**config.mk**
```make
export PLATFORM = sky130hd
export DESIGN_NAME = fetch_unit
export DESIGN_NICKNAME = d
export VERILOG_FILES = /design/src/rtl/fetch_unit.sv
export SDC_FILE = /design/constraint.sdc
export NUM_CORES = 1
export LEC_CHECK = 0
export ABC_AREA = 1
export CORE_MARGIN = 4
export CORE_UTILIZATION = 55
export DETAILED_ROUTE_END_ITERATION = 10
export DONT_BUFFER_PORTS = 1
export PLACE_DENSITY = 0.66
export SYNTH_ARGS = -nofsm -noshare
export SYNTH_HDL_FRONTEND = slang
export SYNTH_SLANG_ARGS = --single-unit
```
**constraint.sdc**
```tcl
create_clock -name i_clock -period 4 [get_ports i_clock]
set_input_delay 0.2 -clock i_clock [delete_from_list [all_inputs] [get_ports i_clock]]
set_output_delay 0.2 -clock i_clock [all_outputs]
set_load 0.02 [all_outputs]
```
**src/rtl/fetch_unit.sv**
```systemverilog
// -----------------------------------------------------------------------------
// fetch_unit
//
// Instruction fetch stage sitting directly in front of decode. It owns the PC,
// issues one instruction-memory read at a time over a req/resp handshake,
// builds the sign-extended immediate and tags fetch exceptions. It presents
// {inst, imm, pc, exception, mcause} to decode under a valid/ready handshake.
// A flush redirects the PC and throws away any in-flight work.
//
// Parameters
//   RESET_PC  first PC fetched after reset
//   NOP_INST  instruction word presented with a faulting fetch
//
// Ports
//   i_clock           clock, rising edge
//   i_reset           asynchronous, active-high reset
//   o_mem_req_valid   read request valid
//   o_mem_addr        request address (current PC)
//   i_mem_req_ready   memory accepts the request
//   i_mem_resp_valid  read data valid
//   i_mem_rdata       instruction word
//   i_mem_resp_err    access fault on this response
//   o_mem_resp_ready  response accepted (always 1)
//   o_inst            instruction to decode
//   o_imm             decoded immediate
//   o_pc              PC of o_inst
//   o_exception       fetch exception attached to the packet
//   o_mcause          0 = misaligned fetch, 1 = access fault
//   o_valid           packet valid to decode
//   i_ready           decode accepts the packet
//   i_flush           redirect request (highest priority)
//   i_redirect_pc     new PC when i_flush is high
// -----------------------------------------------------------------------------
module fetch_unit #(
  parameter logic [31:0] RESET_PC = 32'h8000_0000,
  parameter logic [31:0] NOP_INST = 32'h0000_0013
) (
  input  logic        i_clock,
  input  logic        i_reset,
  output logic        o_mem_req_valid,
  output logic [31:0] o_mem_addr,
  input  logic        i_mem_req_ready,
  input  logic        i_mem_resp_valid,
  input  logic [31:0] i_mem_rdata,
  input  logic        i_mem_resp_err,
  output logic        o_mem_resp_ready,
  output logic [31:0] o_inst,
  output logic [31:0] o_imm,
  output logic [31:0] o_pc,
  output logic        o_exception,
  output logic [3:0]  o_mcause,
  output logic        o_valid,
  input  logic        i_ready,
  input  logic        i_flush,
  input  logic [31:0] i_redirect_pc
);

  typedef enum logic [2:0] {
    S_REQ,    // presenting a request for pc
    S_WAIT,   // request accepted, waiting for the response
    S_OUT,    // packet held for decode
    S_DRAIN,  // request accepted before a flush; swallow its response
    S_HALT    // fetch exception handed over; idle until redirected
  } state_t;

  localparam logic [3:0] CAUSE_MISALIGNED = 4'd0;
  localparam logic [3:0] CAUSE_ACCESS     = 4'd1;

  state_t      state, state_next;
  logic [31:0] pc, pc_next;
  logic [31:0] inst_next, imm_next, pc_out_next;
  logic        exception_next;
  logic [3:0]  mcause_next;

  logic        aligned;
  logic        req_fire;
  logic        load_fault;  // misaligned PC: build a fault packet without memory
  logic        load_resp;   // capture a memory response into the packet

  // ---------------------------------------------------------------------------
  // Immediate generation, selected by opcode[6:2].
  // ---------------------------------------------------------------------------
  function automatic logic [31:0] immgen(input logic [31:0] inst);
    logic [31:0] imm;
    case (inst[6:2])
      5'b00100, 5'b00000, 5'b11001, 5'b11100:             // I-type
        imm = {{20{inst[31]}}, inst[31:20]};
      5'b01000:                                           // S-type
        imm = {{20{inst[31]}}, inst[31:25], inst[11:7]};
      5'b11000:                                           // B-type
        imm = {{19{inst[31]}}, inst[31], inst[7], inst[30:25],
               inst[11:8], 1'b0};
      5'b01101, 5'b00101:                                 // U-type
        imm = {inst[31:12], 12'b0};
      5'b11011:                                           // J-type
        imm = {{11{inst[31]}}, inst[31], inst[19:12], inst[20],
               inst[30:21], 1'b0};
      default:
        imm = 32'b0;
    endcase
    return imm;
  endfunction

  assign aligned  = (pc[1:0] == 2'b00);
  assign req_fire = (state == S_REQ) && aligned && i_mem_req_ready;

  // A flush suppresses any packet load in the same cycle, so the output
  // registers never change while the redirect is being taken.
  assign load_fault = (state == S_REQ)  && !aligned         && !i_flush;
  assign load_resp  = (state == S_WAIT) && i_mem_resp_valid && !i_flush;

  // ---------------------------------------------------------------------------
  // State and datapath registers.
  // ---------------------------------------------------------------------------
  // NOTE: sequential state uses non-blocking assignments so every register
  // samples pre-edge values, independent of statement order.
  always_ff @(posedge i_clock or posedge i_reset) begin
    if (i_reset) begin
      state       <= S_REQ;
      pc          <= RESET_PC;
      o_inst      <= NOP_INST;
      o_imm       <= 32'b0;
      o_pc        <= RESET_PC;
      o_exception <= 1'b0;
      o_mcause    <= 4'd0;
    end else begin
      state       <= state_next;
      pc          <= pc_next;
      o_inst      <= inst_next;
      o_imm       <= imm_next;
      o_pc        <= pc_out_next;
      o_exception <= exception_next;
      o_mcause    <= mcause_next;
    end
  end

  // ---------------------------------------------------------------------------
  // Next-state and next-datapath logic.
  // ---------------------------------------------------------------------------
  // NOTE: every signal driven here gets a hold-value default first, so no path
  // through the block leaves one unassigned and no latch is inferred.
  always_comb begin
    state_next     = state;
    pc_next        = pc;
    inst_next      = o_inst;
    imm_next       = o_imm;
    pc_out_next    = o_pc;
    exception_next = o_exception;
    mcause_next    = o_mcause;

    if (load_fault) begin
      inst_next      = NOP_INST;
      imm_next       = 32'b0;
      pc_out_next    = pc;
      exception_next = 1'b1;
      mcause_next    = CAUSE_MISALIGNED;
    end

    if (load_resp) begin
      inst_next      = i_mem_resp_err ? NOP_INST : i_mem_rdata;
      imm_next       = immgen(i_mem_rdata);
      pc_out_next    = pc;
      exception_next = i_mem_resp_err;
      mcause_next    = i_mem_resp_err ? CAUSE_ACCESS : CAUSE_MISALIGNED;
    end

    case (state)
      S_REQ: begin
        if (!aligned)             state_next = S_OUT;
        else if (i_mem_req_ready) state_next = S_WAIT;
      end
      S_WAIT: begin
        if (i_mem_resp_valid) state_next = S_OUT;
      end
      S_OUT: begin
        if (i_ready) begin
          if (o_exception) begin
            state_next = S_HALT;
          end else begin
            state_next = S_REQ;
            pc_next    = pc + 32'd4;
          end
        end
      end
      S_DRAIN: begin
        if (i_mem_resp_valid) state_next = S_REQ;
      end
      S_HALT: begin
        state_next = S_HALT;
      end
      default: begin
        state_next = S_REQ;
      end
    endcase

    // Flush overrides everything above. A request already accepted (or being
    // accepted this cycle) still owes a response, which DRAIN absorbs; a
    // response arriving alongside the flush settles that debt immediately.
    if (i_flush) begin
      pc_next = i_redirect_pc;
      case (state)
        S_WAIT, S_DRAIN: state_next = i_mem_resp_valid ? S_REQ : S_DRAIN;
        S_REQ:           state_next = req_fire ? S_DRAIN : S_REQ;
        default:         state_next = S_REQ;
      endcase
    end
  end

  // ---------------------------------------------------------------------------
  // Handshake outputs.
  // ---------------------------------------------------------------------------
  always_comb begin
    o_mem_req_valid  = (state == S_REQ) && aligned;
    o_mem_addr       = pc;
    o_mem_resp_ready = 1'b1;
    o_valid          = (state == S_OUT);
  end

endmodule

```
# After elaboration in Yosys (flattened, before gate mapping)
# Index checks and enable logic that the tools add are counted.
[op_classes]
add_sub_neg = 1
muxes = 28
n_reduce_logical = 19
n_eq_ne = 17
[op_table]
columns = ["op", "count"]
rows = [
  ["two-way mux 32 bit", 11],
  ["case mux 32 bit (5 select lines)", 1],
  ["adder 32 x 3 -> 32 bit (second input constant)", 1],
  ["two-way mux 3 bit", 7],
  ["== test 5 bit (second input constant)", 4],
  ["case mux 3 bit (5 select lines)", 1],
  ["== test 5 x 3 -> 1 bit (second input constant)", 2],
  ["== test 5 x 4 -> 1 bit (second input constant)", 2],
  ["two-way mux 4 bit", 2],
  ["== test 3 x 2 -> 1 bit (second input constant)", 2],
  ["logical AND 1 bit", 6],
  ["inequality test 3 bit (second input constant)", 2],
  ["nonzero test 2 bit", 3],
  ["zero test 5 bit", 1],
  ["two-way mux 2 bit", 2],
  ["inequality test 4 bit (second input constant)", 1],
  ["case mux 2 bit (2 select lines)", 1],
  ["AND reduction 4 bit", 1],
  ["OR reduction 2 bit", 2],
  ["OR reduction 4 bit", 1],
  ["== test 3 x 1 -> 1 bit (second input constant)", 1],
  ["== test 3 bit (second input constant)", 1],
  ["zero test 3 bit", 1],
  ["two-way mux 1 bit", 3],
  ["other kinds (5)", 6],
]
[totals]
ff_bits = 136
inputBits = 71

# Longest topological paths before layout
# Gate-level depths: netlist of the first run.
[depth]
word_depth = 6
ltp_mapped = 10
depth_no_buf = 10

# Worst setup path before layout of the first run
# Ideal clock, no wire load.
[synth_timing]
path_kind = "register -> register"
start = "register pc[2], in the netlist o_mem_addr[2]"
end = "register pc[28], in the netlist o_mem_addr[28]"
stages_incl_launch_ff = 11
required_ns = 3.883
arrival_ns = 1.600
period_less_slack_ns = 1.717
setup_slack_ns = 2.283
path_buffers = 0
path_cell_list = "dfrtp_1 > ha_1 > nand2_1 > nor2_1 > nand2_1 > nor2_1 > nand2_1 > nand2_1 > nand3_1 > nand2_1 > nand2_1"
[synth_via]
elab_chain_cells = 5
[synth_lines]
columns = ["element", "line_no", "text"]
rows = [
  ["start, declared", "70", "logic [31:0] pc, pc_next;"],
  ["start signal, assigned", "128", "pc <= pc_next;"],
  ["adder 32 x 3 -> 32 bit", "181", "pc_next = pc + 32'd4;"],
  ["two-way mux 32 bit", "177", "if (o_exception) begin"],
  ["two-way mux 32 bit", "176", "if (i_ready) begin"],
  ["two-way mux 32 bit", "167", "case (state)"],
  ["two-way mux 32 bit", "199", "if (i_flush) begin"],
]
# Every way passes these cells. The select of a mux whose other input is x is not followed.
# A chain may end at the register's enable or synchronous reset.

# Worst setup path after layout of the first run
[layout_timing]
start = "register state[2]"
end = "register o_pc[9]"
[layout_via]
elab_chain_cells = 4
[layout_lines]
columns = ["element", "line_no", "text"]
rows = [
  ["start, declared", "69", "state_t state, state_next;"],
  ["start signal, assigned", "127", "state <= state_next;"],
  ["== test 3 x 1 -> 1 bit or zero test 3 bit (tied branches)", "110, 109", ""],
  ["logical AND 1 bit, on equally long branches (2 in a row)", "110, 109", ""],
  ["two-way mux 32 bit or nonzero test 2 bit (tied branches)", "--", ""],
  ["end signal, assigned", "131", "o_pc <= pc_out_next;"],
  ["end, declared", "49", "output logic [31:0] o_pc,"],
]
# Several ways; a longest one is shown, not always the timed one.

==> results.ini, run 1 <==
[run_status]
run_status=finished, final reports clean

[sta]
relSlewSlack_pct=32.6
hold_viol=0
setup_ws_ps=1270
fin_setup_tns_ps=0
maxSlewViolCount=0
max_slew.worst_pin.slew_ps=1010
timing.final.setup_violations=0
clock_skew_ps=8.25
finalCriticalPeriod_ps=2730
max_freq_mhz=366
layout_worst_path_cycle_share_pct=68.3
rsz0062_at_grt=no

[critical_path]
cp-end-kind=flip-flop
crit_arrival_ps=3010
startpoint_type=flip-flop
crit_type=reg2reg
cp.required_ps=4280
worst-path-max-fanout=41

[grt]
grt_max_degree=102
track_usage_pct=27.8
grt_overflow=0
grt_pass1_vias=5951
grt_pass1_wl_um=29400
antenna_found_initial=0

[synth]
yosysWarningCount=0
synthSimpleGateAreaFrac_pct=36.6
yosysSeqAreaShare_pct=50.9
synthAdderAreaFrac_pct=0.191
synthesis.area_um2=6550
synth-compound-area-share_pct=4.58
synthCells=890
synthMuxAreaShare_pct=0
synth_ff_type=dfrtp_1
ys_async_sr_fraction_pct=100
synth_cell_types=33
syn_area_per_cell_um2=7.36
synth_top_area_share_pct=48.9
synth_xor_area_share_pct=1.34
synthTopCellsByArea=dfrtp_1, nand2_1, nand3_1
synth_top_family_by_area=simple AND/OR/NAND/NOR gates
ys_seq_elements=133
yosysTopAreaCell=dfrtp_1
synth-edff-count=0

[power]
intPower_w=0.00292
ir_drop_uv=399
p_clk_share_pct=35.2
p_leak_nw=4.02
powerDensity_nw_per_um2=586
switching_share_pct=35.8
p_seq_share_pct=49.0
finalPower_w=0.00455
combPwrFrac_pct=15.7
p_switching_w=0.00163

[routing]
drc=0
drt_pass1_iterations=5
drt_iter0_markers=476
wl_um=18900
avgRoutedWirePerCell_um=17.2
vias=6049
ant_nets=0
via_per_inst=5.52

[finish]
area_growth_pct=18.7
fin_cells=1095
layout_commonest_cell=nand2_1
layout-drive-gt1-share_pct=5.46
utilization_pct=67.5
layout.nets=1011
final_cell_mix=nand2_1, dfrtp_1, nor2_1
antenna_cells=0

[die]
die-area_um2=13700
die_h_um=117
start_util_pct=56.9
rows=39
coreArea_um2=11500
io_pins=207
chipWidth_um=117

[place]
portBuffers=0
place_congestion=0.946
pre_cts_slack_ps=1250
hpwl_um=13300
placedCellCount=1006

[cts]
path_clk_slew_ps=50
insertion_delay_ps=420
cts_num_sinks=133
numCtsBuffers=17
cts.path.max_buffers=2
h-tree-depth=4
cts_tree=yes
clockRootBuffer=clkbuf_16

[flow_run]
drv_cap=0

[min_path]
hold_class=in2reg

==> state kept, by name (all words and copies together) (netlist names) <==
register     count
o_imm           32
o_inst          32
o_mem_addr      32
o_pc            32
state            3
o_exception      1
o_mcause         1
==> critical path: stages (launching register included) <==
cell and delay (ps):
dfrtp_1 410, inv_2 90, nand3_1 130, nor3_4 120, buf_4 350, inv_2 70
o21ai_2 230, clkinv_2 560, buf_4 450, nand2_1 110, o21ai_0 80
==> metrics by stage <==
step                      hold slack [ps]  instance area (um2)
after CTS                           0.706                 7770
after detailed placement              310                 6600
after global routing                 21.1                 7770
final                                5.26                 7770
after global placement                301                 6600
after floorplan                       317                 6560
==> layer usage <==
metal	share of wire, %	up-vias	routed length (um)	track usage, %
li1	-	2881	-	-
met1	37	2855	7040	31.9
met2	50	263	9470	48.1
met3	9.1	50	1710	8.07
met4	3.3	0	631	12.5
met5	0	-	0	0
==> power by group through the flow <==
stage / sequential, W / combinational (W) / clock, W
final: 0.00223 / 0.000717 / 0.00160
after global routing: 0.00226 / 0.000834 / 0.00169
after CTS: 0.00223 / 0.000721 / 0.00162
after detailed placement: 0.00226 / 0.000663 / 0
after global placement: 0.00225 / 0.000633 / 0
after floorplan: 0.00214 / 0.000571 / 0
==> cell usage after synthesis, types with 5 or more instances <==
cell type,number
a21oi_1,6
buf_2,10
buf_4,5
clkbuf_1,15
dfrtp_1,128
dfstp_2,5
inv_1,53
nand2_1,419
nand3_1,74
nand4_1,12
nor2_1,78
o21ai_0,41
xor2_1,10
==> kinds of logic (layout without fill, tap and decap cells) <==
| group | count (synthesis) | count (layout) |
|---|---|---|
| AND/OR/NAND/NOR | 595 | 595 |
| buffers and inverters | 93 | 153 |
| adder cells (fa/ha/maj) | 1 | 1 |
| flip-flops | 133 | 133 |
| other | 2 | 4 |
| AO/OA/AOI/OAI | 56 | 56 |
| XOR/XNOR | 10 | 10 |
==> final cells by class <==
type                       count  area [um2]
multi-input combinational    666        2810
clock inverter                10         154
sequential                   133        3330
inverter                      58         224
tap                          143         179
fill                         960        3740
clock buffer                  22         454
timing repair buffer          63         616
==> final timing paths <==
path	start	end	slack [ps]	cells past startpoint
min in group asynchronous	i_reset	o_inst[15]$_DFFE_PP0P_	470	2
setup reg to reg	state[2]$_DFFE_PP0P_	o_pc[9]$_DFFE_PP0P_	1270	10
max in group asynchronous	i_reset	o_pc[31]$_DFFE_PP1P_	2500	3
setup / recovery	state[2]$_DFFE_PP0P_	o_pc[9]$_DFFE_PP0P_	1270	10
hold reg to reg	o_mem_addr[31]$_DFFE_PP1P_	o_mem_addr[31]$_DFFE_PP1P_	540	2
hold / removal	i_mem_rdata[17]	o_imm[17]$_DFFE_PP0P_	5	4
==> what timing repair did <==
item | 4_1_cts | 5_1_grt
buffers inserted | 0 | 0
hold buffers | 57 | 0
hold endpoints to repair | 168 | 0
resized for setup | 0 | 0
Note: power is estimated with default switching activity, not from simulation.
==> run 2, diff against run 1 <==
PLACE_DENSITY = 0.69   (was 0.66)
clock period = 2.4 ns   (was 4 ns; I/O delays follow)
==> run 2 against run 1 <==
  * Clock power is 77% higher
  * Critical path depth is 3 lower
  * Sequential cell count stayed put
  * Cell area is 3.5% higher
  * Via count is 1.4% higher
==> results.ini, run 2 (synthesized netlist as in run 1, its figures left out) <==
[critical_path]
rr_endpoint=o_inst[29]$_DFFE_PP0P_
r2r-start=state[2]$_DFFE_PP0P_
crit_arrival_ps=2330
r2r_cells=7
cp_cell_sequence=inv_2 -> nand3_1 -> nor3_4 -> nand2_1 -> clkinv_1 -> nand2_1 -> nand2_1
cp.required_ps=2710
startpoint_type=flip-flop
cp_common_cell=nand2_1
cpPeakStageDelay_ps=640
worst-path-max-fanout=26
cp_slowest_cell=clkinv_1
rrSetupSlack_ps=380
cp-end-kind=flip-flop
crit_type=reg2reg

[place]
portBuffers=0
pre_cts_slack_ps=395
place_congestion=0.906
hpwl_um=13700

[sta]
relSlewSlack_pct=28.2
hold_viol=0
maxSlewViolCount=0
finalCriticalPeriod_ps=2020
fin_setup_tns_ps=0
layout_worst_path_cycle_share_pct=84.0
rsz0062_at_grt=no
timing.final.setup_violations=0
setup_ws_ps=384
clock_skew_ps=7.92
max_slew.worst_pin.slew_ps=1080
max_freq_mhz=496

[grt]
grt_pass1_vias=6269
met2_usage_pct=51.1
grt_use_met1_pct=33.2
grt_max_degree=78
antenna_found_initial=1
track_usage_pct=29.6
grt_busiest_layer=met2
grtUsageMet3_pct=9.10
grt_pass1_wl_um=31100
grt_overflow=0

[cts]
cts.path.max_buffers=2
clockRootBuffer=clkbuf_16
cts_setup_buffers=0
h-tree-depth=4
path_clk_slew_ps=60
numCtsBuffers=17
cts_num_sinks=133
insertion_delay_ps=420
cts_tree=yes

[routing]
vias=6135
via_per_inst=5.48
drc=0
drt_iter0_markers=531
ant_nets=0
drt_pass1_iterations=5
wl_um=19700
avgRoutedWirePerCell_um=17.6

[die]
chipWidth_um=117
start_util_pct=56.9
rows=39
die_h_um=117
coreArea_um2=11500
die-area_um2=13700
io_pins=207

[run_status]
run_status=finished, final reports clean

[finish]
area_growth_pct=22.8
layout_commonest_cell=nand2_1
final_cell_mix=nand2_1, dfrtp_1, nor2_1
layout-drive-gt1-share_pct=6.77
layout.nets=1034

[power]
powerDensity_nw_per_um2=976
ir_drop_uv=591
p_leak_nw=4.15

[min_path]
hold_end=o_mem_addr[4]$_DFFE_PP0P_
holdPathStages=4
hp-start=i_ready
hold_class=in2reg

[flow_run]
drv_cap=0

## run 2: cell types whose count changed in the layout (fill, tap and decap cells not counted), sizes merged
cell / previous run / this run
dlygate4sd3: 57 / 69
diode: 0 / 1
clkinvlp: 0 / 4
bufinv: 4 / 5
clkbuf: 22 / 18
clkinv: 8 / 7
buf: 6 / 16
dlymetal6s4s: 0 / 1
## run 2: per-layer routing
layer	up-vias	wire length [um]
li1	2921	-
met1	2895	7420
met2	257	9870
met3	62	1720
met4	0	712
met5	-	0
## run 2: repair_timing
item                                    in CTS  in global routing
hold buffers                                70                  0
endpoints found under the hold margin      231                  0
endpoints found under the setup margin       0                 26
resized for setup                            0                  1
## run 2: worst max path at each step
stage / start / end / slack (ps) / cells past startpoint
2_1_floorplan: i_reset / o_exception$_DFFE_PP0P_ / 630 / 1
3_3_place_gp: o_mem_addr[4]$_DFFE_PP0P_ / o_mem_addr[28]$_DFFE_PP0P_ / 400 / 9
3_5_place_dp: o_mem_addr[4]$_DFFE_PP0P_ / o_mem_addr[28]$_DFFE_PP0P_ / 390 / 9
4_1_cts: i_flush / o_inst[31]$_DFFE_PP0P_ / 30 / 6
5_1_grt: o_mem_addr[5]$_DFFE_PP0P_ / o_mem_addr[28]$_DFFE_PP0P_ / 50 / 9
6_report: state[2]$_DFFE_PP0P_ / o_inst[29]$_DFFE_PP0P_ / 380 / 7
## run 2: cell type report
class / count / area, um2
Clock inverter: 14 / 206
Timing Repair Buffer: 86 / 848
Inverter: 58 / 223
Multi-Input combinational cell: 666 / 2810
Tap cell: 143 / 179
Antenna cell: 1 / 2.50
Fill cell: 946 / 3470
Clock buffer: 18 / 439
Sequential cell: 133 / 3330
## run 2: power breakdown
group	internal, W	switching, W
combinational	0.000459	0.000864
sequential	0.00271	0.000974
clock	0.00186	0.000979
total	0.00503	0.00282
## run 2: worst max-delay path, delay by kind of cell (launching register included)
family	cells	cell delay [ps]
flops	1	400
buf+inv	2	710
simple gates	5	780
## run 2: stage by stage
stage | hold WS [ps] | instance area, um2 | util [%] | instances | power, W
global route | 53.2 | 8050 | 69.9 | 1119 | 0.00824
CTS | 24.1 | 8040 | 69.8 | 1118 | 0.00786
detailed placement | -25.6 | 6690 | 58.1 | 1016 | 0.00489
floorplan | 237 | 6560 | - | 892 | 0.00453
global placement | -26.5 | 6690 | 58.1 | 1016 | 0.00484
finish | 37.8 | 8050 | 69.9 | 1119 | 0.00785
